==> src/rtl/ysyx_22050550_wb_arbiter_pkg.sv <==
// Shared widths, requester indices and payload type for the writeback arbiter.
// Requester order on the packed request buses is ALU=0, LSU=1, MDU=2.
package ysyx_22050550_wb_arbiter_pkg;

  localparam int unsigned NREQ = 3;
  localparam int unsigned AW   = 5;
  localparam int unsigned DW   = 64;
  localparam int unsigned PCW  = 64;
  localparam int unsigned CNTW = 64;
  localparam int unsigned IW   = (NREQ > 1) ? $clog2(NREQ) : 1;

  localparam int unsigned REQ_ALU = 0;
  localparam int unsigned REQ_LSU = 1;
  localparam int unsigned REQ_MDU = 2;

  // One retiring instruction as seen by the regfile write / scoreboard clear port
  typedef struct packed {
    logic           wen;
    logic [AW-1:0]  waddr;
    logic [DW-1:0]  wdata;
    logic [PCW-1:0] pc;
  } wb_req_t;

  // Advance a requester index modulo NREQ
  function automatic logic [IW-1:0] rr_next(input logic [IW-1:0] idx);
    if (32'(idx) >= NREQ - 1) rr_next = '0;
    else                      rr_next = idx + IW'(1);
  endfunction

endpackage

==> src/rtl/ysyx_22050550_wb_arbiter_if.sv <==
// Request side and WBU/commit side of the writeback arbiter.
// master = execution units plus WBU consumers, slave = the arbiter.
interface ysyx_22050550_wb_arbiter_if;
  import ysyx_22050550_wb_arbiter_pkg::*;

  logic [NREQ-1:0]     io_req_valid;
  logic [NREQ-1:0]     io_req_ready;
  logic [NREQ-1:0]     io_req_wen;
  logic [NREQ*AW-1:0]  io_req_waddr;
  logic [NREQ*DW-1:0]  io_req_wdata;
  logic [NREQ*PCW-1:0] io_req_pc;

  logic                io_WBU_wen;
  logic [AW-1:0]       io_WBU_waddr;
  logic [DW-1:0]       io_WBU_wdata;
  logic                io_commit_valid;
  logic [PCW-1:0]      io_commit_pc;
  logic [CNTW-1:0]     io_instret;

  modport master (
    output io_req_valid, io_req_wen, io_req_waddr, io_req_wdata, io_req_pc,
    input  io_req_ready,
    input  io_WBU_wen, io_WBU_waddr, io_WBU_wdata,
    input  io_commit_valid, io_commit_pc, io_instret
  );

  modport slave (
    input  io_req_valid, io_req_wen, io_req_waddr, io_req_wdata, io_req_pc,
    output io_req_ready,
    output io_WBU_wen, io_WBU_waddr, io_WBU_wdata,
    output io_commit_valid, io_commit_pc, io_instret
  );

endinterface

==> src/rtl/ysyx_22050550_rr_arb.sv <==
// Round-robin pick among NREQ requesters; pointer moves past the winner on fire.
// Grant is forced to zero while reset is low so nothing can fire on a reset edge.
module ysyx_22050550_rr_arb
  import ysyx_22050550_wb_arbiter_pkg::*;
(
  input  logic            clock,
  input  logic            reset,
  input  logic [NREQ-1:0] valid,
  output logic [NREQ-1:0] grant_c,
  output logic [IW-1:0]   grant_idx_c,
  output logic            fire_c
);

  logic [IW-1:0] rr_ptr;
  logic [IW-1:0] scan_idx;
  logic          found;

  // Scan rr_ptr, rr_ptr+1, ... and take the first valid requester
  always_comb begin
    grant_c     = '0;
    grant_idx_c = rr_ptr;
    found       = 1'b0;
    scan_idx    = rr_ptr;
    for (int unsigned k = 0; k < NREQ; k++) begin
      if (!found && valid[scan_idx]) begin
        found       = 1'b1;
        grant_idx_c = scan_idx;
      end
      scan_idx = rr_next(scan_idx);
    end
    fire_c = found && reset;
    if (fire_c) grant_c[grant_idx_c] = 1'b1;
  end

  always_ff @(posedge clock) begin
    if (!reset)      rr_ptr <= '0;
    else if (fire_c) rr_ptr <= rr_next(grant_idx_c);
  end

endmodule

==> src/rtl/ysyx_22050550_wb_arbiter.sv <==
// Writeback arbiter: grants one requester per cycle onto the regfile write /
// scoreboard clear port and produces the commit strobe, commit PC and minstret count.
module ysyx_22050550_wb_arbiter
  import ysyx_22050550_wb_arbiter_pkg::*;
(
  input  logic                          clock,
  input  logic                          reset,
  ysyx_22050550_wb_arbiter_if.slave     bus
);

  logic [NREQ-1:0] grant;
  logic [IW-1:0]   grant_idx;
  logic            fire;

  wb_req_t         sel_c;
  wb_req_t         wb_q;
  logic            commit_q;
  logic [CNTW-1:0] instret_q;

  ysyx_22050550_rr_arb u_rr_arb (
    .clock       (clock),
    .reset       (reset),
    .valid       (bus.io_req_valid),
    .grant_c     (grant),
    .grant_idx_c (grant_idx),
    .fire_c      (fire)
  );

  assign bus.io_req_ready = grant;

  // Payload of the granted requester
  always_comb begin
    sel_c       = '0;
    sel_c.wen   = bus.io_req_wen[grant_idx];
    sel_c.waddr = bus.io_req_waddr[32'(grant_idx)*AW +: AW];
    sel_c.wdata = bus.io_req_wdata[32'(grant_idx)*DW +: DW];
    sel_c.pc    = bus.io_req_pc[32'(grant_idx)*PCW +: PCW];
  end

  // x0 writes still retire but never raise the write/clear enable
  always_ff @(posedge clock) begin
    if (!reset) begin
      wb_q      <= '0;
      commit_q  <= 1'b0;
      instret_q <= '0;
    end else begin
      commit_q <= fire;
      if (fire) begin
        wb_q.wen   <= sel_c.wen && (sel_c.waddr != '0);
        wb_q.waddr <= sel_c.waddr;
        wb_q.wdata <= sel_c.wdata;
        wb_q.pc    <= sel_c.pc;
        instret_q  <= instret_q + CNTW'(1);
      end else begin
        wb_q.wen   <= 1'b0;
      end
    end
  end

  assign bus.io_WBU_wen      = wb_q.wen;
  assign bus.io_WBU_waddr    = wb_q.waddr;
  assign bus.io_WBU_wdata    = wb_q.wdata;
  assign bus.io_commit_valid = commit_q;
  assign bus.io_commit_pc    = wb_q.pc;
  assign bus.io_instret      = instret_q;

endmodule

==> src/flat_wrapper.sv <==
// flat-port wrapper written by rule: the top's interface ports become plain ports
module ysyx_22050550_wb_arbiter_flat import ysyx_22050550_wb_arbiter_pkg::*;
  (clock, reset, bus_io_req_valid, bus_io_req_wen, bus_io_req_waddr, bus_io_req_wdata, bus_io_req_pc, bus_io_req_ready, bus_io_WBU_wen, bus_io_WBU_waddr, bus_io_WBU_wdata, bus_io_commit_valid, bus_io_commit_pc, bus_io_instret);
  ysyx_22050550_wb_arbiter_if bus_i ();
  input  logic clock;
  input  logic reset;
  input wire logic [$bits(bus_i.io_req_valid)-1:0] bus_io_req_valid;
  input wire logic [$bits(bus_i.io_req_wen)-1:0] bus_io_req_wen;
  input wire logic [$bits(bus_i.io_req_waddr)-1:0] bus_io_req_waddr;
  input wire logic [$bits(bus_i.io_req_wdata)-1:0] bus_io_req_wdata;
  input wire logic [$bits(bus_i.io_req_pc)-1:0] bus_io_req_pc;
  output wire logic [$bits(bus_i.io_req_ready)-1:0] bus_io_req_ready;
  output wire logic [$bits(bus_i.io_WBU_wen)-1:0] bus_io_WBU_wen;
  output wire logic [$bits(bus_i.io_WBU_waddr)-1:0] bus_io_WBU_waddr;
  output wire logic [$bits(bus_i.io_WBU_wdata)-1:0] bus_io_WBU_wdata;
  output wire logic [$bits(bus_i.io_commit_valid)-1:0] bus_io_commit_valid;
  output wire logic [$bits(bus_i.io_commit_pc)-1:0] bus_io_commit_pc;
  output wire logic [$bits(bus_i.io_instret)-1:0] bus_io_instret;
  assign bus_i.io_req_valid = bus_io_req_valid;
  assign bus_i.io_req_wen = bus_io_req_wen;
  assign bus_i.io_req_waddr = bus_io_req_waddr;
  assign bus_i.io_req_wdata = bus_io_req_wdata;
  assign bus_i.io_req_pc = bus_io_req_pc;
  assign bus_io_req_ready = bus_i.io_req_ready;
  assign bus_io_WBU_wen = bus_i.io_WBU_wen;
  assign bus_io_WBU_waddr = bus_i.io_WBU_waddr;
  assign bus_io_WBU_wdata = bus_i.io_WBU_wdata;
  assign bus_io_commit_valid = bus_i.io_commit_valid;
  assign bus_io_commit_pc = bus_i.io_commit_pc;
  assign bus_io_instret = bus_i.io_instret;
  ysyx_22050550_wb_arbiter u_core (.clock(clock), .reset(reset), .bus(bus_i));
endmodule
==> config.mk <==
export PLATFORM = sky130hd
export DESIGN_NAME = ysyx_22050550_wb_arbiter_flat
export DESIGN_NICKNAME = d
export VERILOG_FILES = /design/src/rtl/ysyx_22050550_wb_arbiter_pkg.sv /design/src/rtl/ysyx_22050550_wb_arbiter_if.sv /design/src/rtl/ysyx_22050550_rr_arb.sv /design/src/rtl/ysyx_22050550_wb_arbiter.sv /design/src/flat_wrapper.sv
export SDC_FILE = /design/constraint.sdc
export NUM_CORES = 1
export LEC_CHECK = 0
export BUFFER_PORTS_ARGS = -buffer_cell sky130_fd_sc_hd__buf_2
export CAP_MARGIN = 20
export CORE_AREA = 8 8 234 236
export DETAILED_ROUTE_END_ITERATION = 8
export DIE_AREA = 0 0 242 244
export PLACE_DENSITY_LB_ADDON = 0.08
export SKIP_LAST_GASP = 1
export SLEW_MARGIN = 10
export SYNTH_ARGS = -nofsm -noshare
export SYNTH_HDL_FRONTEND = slang
export SYNTH_HIERARCHICAL = 1
export SYNTH_SLANG_ARGS = --single-unit
export TNS_END_PERCENT = 50
==> constraint.sdc <==
create_clock -name clock -period 5.4 [get_ports clock]
set_input_delay 0.81 -clock clock [delete_from_list [all_inputs] [get_ports clock]]
set_output_delay 0.81 -clock clock [all_outputs]
set_load 0.05 [all_outputs]
== Word-level counts from Yosys, hierarchy flattened ==
Cells that the tools add are included.

* Register bits after elaboration: 201
* Input port bits: 407
* Output and inout bits: 202
* Word-level logic and storage cells: 51

* Add/sub/neg operators: 4
* Multiply operators: 1
* $lt $le $gt $ge: 8
* Shift-type cells: 3
* Multiplexer cells: 19
* Reductions and logical operators: 9

{| class="wikitable"
|+ Operators with widths
! kind !! count
|-
| variable part select 192 x 9 -> 64 bit || 2
|-
| adder 64 x 1 -> 64 bit, second input constant || 1
|-
| variable part select 15 x 6 -> 5 bit || 1
|-
| < comparator 2 x 3 -> 1 bit, second input constant || 4
|-
| two-way mux 2 bit || 5
|-
| binary-select mux 1 bit (select 2 bit) || 4
|-
| two-way mux 1 bit || 8
|-
| adder 2 x 1 -> 2 bit, second input constant || 3
|-
| greater-or-equal comparator 2 bit, second input constant || 3
|-
| logical AND 1 bit || 5
|-
| multiplier 2 x 3 -> 5 bit, second input constant || 1
|-
| nonzero test 5 bit || 1
|-
| two-way mux 3 bit || 1
|-
| demux 1 bit (select 2 bit) || 1
|-
| greater-or-equal comparator 2 x 1 -> 1 bit, second input constant || 1
|-
| logical NOT 1 bit || 2
|-
| AND reduction 2 bit || 1
|}

== Logic depth before layout (Yosys ltp) ==
* Word-level depth: 14
* Mapped depth: 12

== Cells and area by module ==
The synthesis kept the hierarchy.

{| class="wikitable"
|+ By module, submodules not included
! module !! times used !! cells an instance !! area each (sq um) !! sequential area each (sq um)
|-
| ysyx_22050550_wb_arbiter || 1 || 1274 || 10328.7 || 3983.8
|-
| ysyx_22050550_rr_arb || 1 || 33 || 241.5 || 40.0
|}

== Worst setup path after synthesis ==
OpenSTA, ideal clock, no wires.

* Path type: input port to flip-flop
* From: in bus_io_req_valid[0]
* To: reg u_core.wb_q (netlist bit u_core/bus.io_WBU_wdata[0])
* Library setup time: 86 ps
* Arrival time: 2750 ps
* Setup slack: 2565 ps
* Stages on the path: 11
* Path buffers: 5
* Cell sequence: buf_6 > nor2b_2 > o22ai_1 > a21o_1 > clkbuf_1 > nor2b_1 > clkbuf_1 > clkbuf_1 > clkbuf_1 > a21oi_1 > a211oi_1

* Longest elaborated chain between the ends: 10
* Elaborated cells between the ends (all ways): 17
* Classes of those cells: shift: 1; mux: 11; reduce/logical: 5

{| class="wikitable"
|+ Ends and longest elaborated chain
! item !! RTL line !! RTL
|-
| from (decl) || flat_wrapper.sv:7 || <nowiki>input wire logic [$bits(bus_i.io_req_valid)-1:0] bus_io_req_valid;</nowiki>
|-
| binary-select mux 1 bit (select 2 bit) || ysyx_22050550_rr_arb.sv:25 || <nowiki>if (!found && valid[scan_idx]) begin</nowiki>
|-
| two-way mux 1 bit (implied by the code) || ysyx_22050550_rr_arb.sv:25 ||
|-
| two-way mux 1 bit || ysyx_22050550_rr_arb.sv:25 ||
|-
| logical NOT 1 bit || ysyx_22050550_rr_arb.sv:25 ||
|-
| logical AND 1 bit || ysyx_22050550_rr_arb.sv:25 ||
|-
| two-way mux 1 bit || ysyx_22050550_rr_arb.sv:25 ||
|-
| logical NOT 1 bit || ysyx_22050550_rr_arb.sv:25 ||
|-
| logical AND 1 bit || ysyx_22050550_rr_arb.sv:25 ||
|-
| two-way mux 2 bit * || ysyx_22050550_rr_arb.sv:25 ||
|-
| named net u_core.grant_idx[0] || ysyx_22050550_wb_arbiter.sv:12 || <nowiki>logic [IW-1:0] grant_idx;</nowiki>
|-
| variable part select 192 x 9 -> 64 bit * || ysyx_22050550_wb_arbiter.sv:36 || <nowiki>sel_c.wdata = bus.io_req_wdata[32'(grant_idx)*DW +: DW];</nowiki>
|-
| to (decl) || ysyx_22050550_wb_arbiter.sv:16 || <nowiki>wb_req_t wb_q;</nowiki>
|}

The timed path passes the listed nets; every way through them passes the cells marked *. The select of a mux whose other input is x is not followed.
A chain may end at the register's enable or synchronous reset.

== Final worst setup path ==
* From: reg u_core.u_rr_arb.rr_ptr[1]
* To: reg u_core.wb_q (netlist bit u_core/bus.io_commit_pc[36])

* Longest elaborated chain between the ends: 10
* Elaborated cells between the ends (all ways): 23
* Classes of those cells: add/sub: 2; order compare: 2; shift: 1; mux: 13; reduce/logical: 5

{| class="wikitable"
|+ Ends and longest elaborated chain
! item !! RTL line !! RTL
|-
| from (decl) || ysyx_22050550_rr_arb.sv:14 || <nowiki>logic [IW-1:0] rr_ptr;</nowiki>
|-
| from (signal assigned) || ysyx_22050550_rr_arb.sv:37 || <nowiki>else if (fire_c) rr_ptr <= rr_next(grant_idx_c);</nowiki>
|-
| branches (longest 8 deep; another with adder 2 x 1 -> 2 bit) || -- ||
|-
| two-way mux 2 bit * || ysyx_22050550_rr_arb.sv:25 ||
|-
| named net u_core.grant_idx[1] || ysyx_22050550_wb_arbiter.sv:12 ||
|-
| variable part select 192 x 9 -> 64 bit * || ysyx_22050550_wb_arbiter.sv:37 || <nowiki>sel_c.pc = bus.io_req_pc[32'(grant_idx)*PCW +: PCW];</nowiki>
|}

Mark *: on every way through the listed nets, which the timed path passes. The select of a mux whose other input is x is not followed.

==> impl_metrics.yaml <==
yosys:
  avgSynthCellArea_um2: 8.087
  synth_top_area_share_pct: 38.07
  synth_area_mm2: 0.01057
  syn_inst: 1307
  synth_area_leader_cell: "dfxtp_1"
  async_reset_ff_share_pct: 0
  synth_cell_types: 52
  yosysWarnings: 6
  synthMostInstantiatedCell: "nor2_1"
  synth-edff-count: 0
  synthFlopType: "dfxtp_1"
  ys_ff_latch: 201
  syn_nets: 1715
  synth.yosys.seq_area_share_pct: 38.07
  synth.area.top_cells: "dfxtp_1, mux2i_1, nor2_1"
  synth_common_cells: "nor2_1, dfxtp_1, a21oi_1"
floorplanning:
  start_util_pct: 20.77
  ios: 609
  die_h_um: 244
  num_rows: 83
  die_area_mm2: 0.05905
  design.core.area_mm2: 0.05089
  die_x_um: 242
finish:
  fin_area_mm2: 0.01509
  post-route-util_pct: 29.65
  fillers: 5672
  multiInputGateArea_mm2: 0.006098
  drive_gt1_share_pct: 37.19
  syn2layout_area_growth_pct: 42.72
  register_area_mm2: 0.004024
  nets: 2262
pwr:
  ir_drop_v: 0.0001811
  leakage_nw: 6.828
  netSwitchingPower_w: 0.001594
  p_clk_share_pct: 38.2
  p_seq_share_pct: 35.6
  sw_frac_of_total_pct: 34.81
  power_density_mw_per_mm2: 303.6
  intPower_w: 0.002986
  pwr-share-comb_pct: 26.2
route:
  drt_pass1_iterations: 4
  drc: 0
  postRouteAntennaNets: 0
  post_drt_wl_per_cell_um: 21.39
  vias: 11480
  via_per_inst: 4.487
  wl_um: 54710
  drtIter0Drc: 557
global_route:
  overflow: 0
  grt_pass1_vias: 11830
  antenna_found_initial: 18
  grt_pass1_wl_um: 79520
  grt_max_degree: 123
  track_usage_pct: 17.37
sta:
  rsz0062_at_grt: "false"
  fin_setup_tns_ps: 0
  fin_crit_ps: 3082
  max-slew-margin-rel_pct: 29.75
  fin_skew_ps: 16.00
  hold_viol: 0
  setup_ws_ps: 2318
  timing.fmax_mhz: 324.5
  drv_slew: 0
  worst_slew_pin_slew_ps: 1054
  finalCritPeriodShare_pct: 57.07
  setup_viol: 0
  holdWs_ps: 467.5
clocking:
  clk_pin_slew_ps: 60
  htree_num_levels: 1
  cts_buffer_depth: 3
  cts_setup_buffers: 0
  ctsHoldBuffers: 0
  cts.sinks: 201
  cts_tree: "built"
  numCtsBuffers: 27
  insertion_delay_ps: 540
  cts_root_buf: "clkbuf_16"
  cts_resized: 0
worst_setup_path:
  crit_type: "register to register"
  cp.depth: 7
  startpoint_type: "register"
  cp-startpoint: "u_core/u_rr_arb/rr_ptr[1]"
  r2r-end: "u_core/bus.io_commit_pc[36]"
  r2r_cells: 7
  cp_data_required_time_ps: 5830
  critPathSlowestCell: "nor2b_4"
  reg2reg_slack_ps: 2320
  crit_buf_inv: 1
  cp_top_family: "simple AND/OR/NAND/NOR gates"
  max_stage_delay_ps: 740
  endpoint_kind: "register"
  cp-endpoint: "u_core/bus.io_commit_pc[36]"
  arrival_ps: 3520
  r2r-start: "u_core/u_rr_arb/rr_ptr[1]"
  cp_max_fo: 84
  cp_cell_sequence: "nand2b_2 -> nand2_1 -> a32o_4 -> nor2b_4 -> buf_12 -> a21oi_1 -> a211oi_1"
placement:
  dpl_cell_area_mm2: 0.01418
  portBuffers: 608
  dp_hpwl_um: 43340
  dp_slack_ps: 1891
  gp_congestion: 0.8326
worst_hold_path:
  hold_start: "u_core/bus.io_WBU_waddr[1]"
  hold_class: "register to register"
outcome:
  status: "completed"
job:
  max_cap_violations: 0
cell families (layout without fill, tap and decap cells):
| family | count (synthesis) | count (layout) | synth area share, % |
|---|---|---|---|
| AND/OR/NAND/NOR | 492 | 492 | 21.96 |
| AO/OA/AOI/OAI | 318 | 318 | 18.74 |
| flip-flops | 201 | 201 | 38.07 |
| multiplexers | 139 | 139 | 13.16 |
| buffers and inverters | 115 | 682 | 4.557 |
| XOR/XNOR | 41 | 41 | 3.397 |
| adder cells (fa/ha/maj) | 1 | 1 | 0.1184 |
| other | 0 | 4 | 0 |
flip-flops by register name, indices dropped and copies added, names as in the netlist:
register / count
u_core/bus.io_WBU_wen: 1
u_core/bus.io_WBU_wdata: 64
u_core/bus.io_commit_valid: 1
u_core/bus.io_commit_pc: 64
u_core/bus.io_WBU_waddr: 5
u_core/bus.io_instret: 64
u_core/u_rr_arb/rr_ptr: 2
through the flow:
step	total power, W	std cells
after CTS	0.004679	2552
final	0.004580	2558
after floorplan	0.002439	1307
after global placement	0.002878	2503
after detailed placement	0.002881	2503
after global routing	0.004820	2557
final cells by class:
class | count | area share, %
Inverter | 10 | 0.2820
Clock buffer | 35 | 5.010
Clock inverter | 14 | 0.6884
Tap cell | 680 | 5.640
Multi-Input combinational cell | 991 | 40.42
Sequential cell | 201 | 26.67
Timing Repair Buffer | 623 | 21.22
Antenna cell | 4 | 0.06635
worst min-delay path by stage:
stage                                  to  slack [ps]  cells past startpoint
3_5_place_dp   u_core/bus.io_WBU_waddr[1]         460                      2
4_1_cts        u_core/bus.io_WBU_waddr[2]         470                      2
3_3_place_gp   u_core/bus.io_WBU_waddr[4]         460                      2
5_1_grt        u_core/bus.io_WBU_waddr[1]         490                      2
2_1_floorplan   u_core/u_rr_arb/rr_ptr[1]         560                      3
6_report       u_core/bus.io_WBU_waddr[1]         470                      2
tightest hold or removal path: stages, from the launching register on:
cell      delay [ps]
dfxtp_1          310
nand2b_1          60
a21oi_1           60
power by group through the flow:
stage,clock network [W],logic (W),registers [W]
finish,0.00175,0.00120,0.00163
detailed placement,0,0.00122,0.00166
floorplan,0,0.000465,0.00197
global placement,0,0.00122,0.00166
global route,0.00188,0.00130,0.00164
CTS,0.00183,0.00122,0.00163
metal layers:
| metal | up-vias | part of all wire (%) | GRT usage, % |
|---|---|---|---|
| met2 | 329 | 51 | 31.59 |
| met5 | - | 0.22 | 0 |
| met4 | 20 | 1.9 | 3.441 |
| met3 | 67 | 7.0 | 5.657 |
| li1 | 5770 | - | - |
| met1 | 5291 | 39 | 19.74 |
cell usage in the layout, fill, tap and decap left out, types with 5 or more instances in the layout:
cell type	n
a211oi_1	129
a21oi_1	152
and3_1	11
and4_1	8
buf_2	608
buf_4	11
clkbuf_16	27
clkbuf_8	5
clkinv_2	10
dfxtp_1	201
inv_1	9
mux2i_1	139
nand2_1	39
nand2b_1	8
nand3_1	21
nand4_1	36
nand4_2	5
nor2_1	314
nor3_1	7
nor4_1	9
o21ai_0	16
or3_1	13
xnor2_1	6
xor2_1	35
Note: power is estimated with default switching activity, not from simulation.
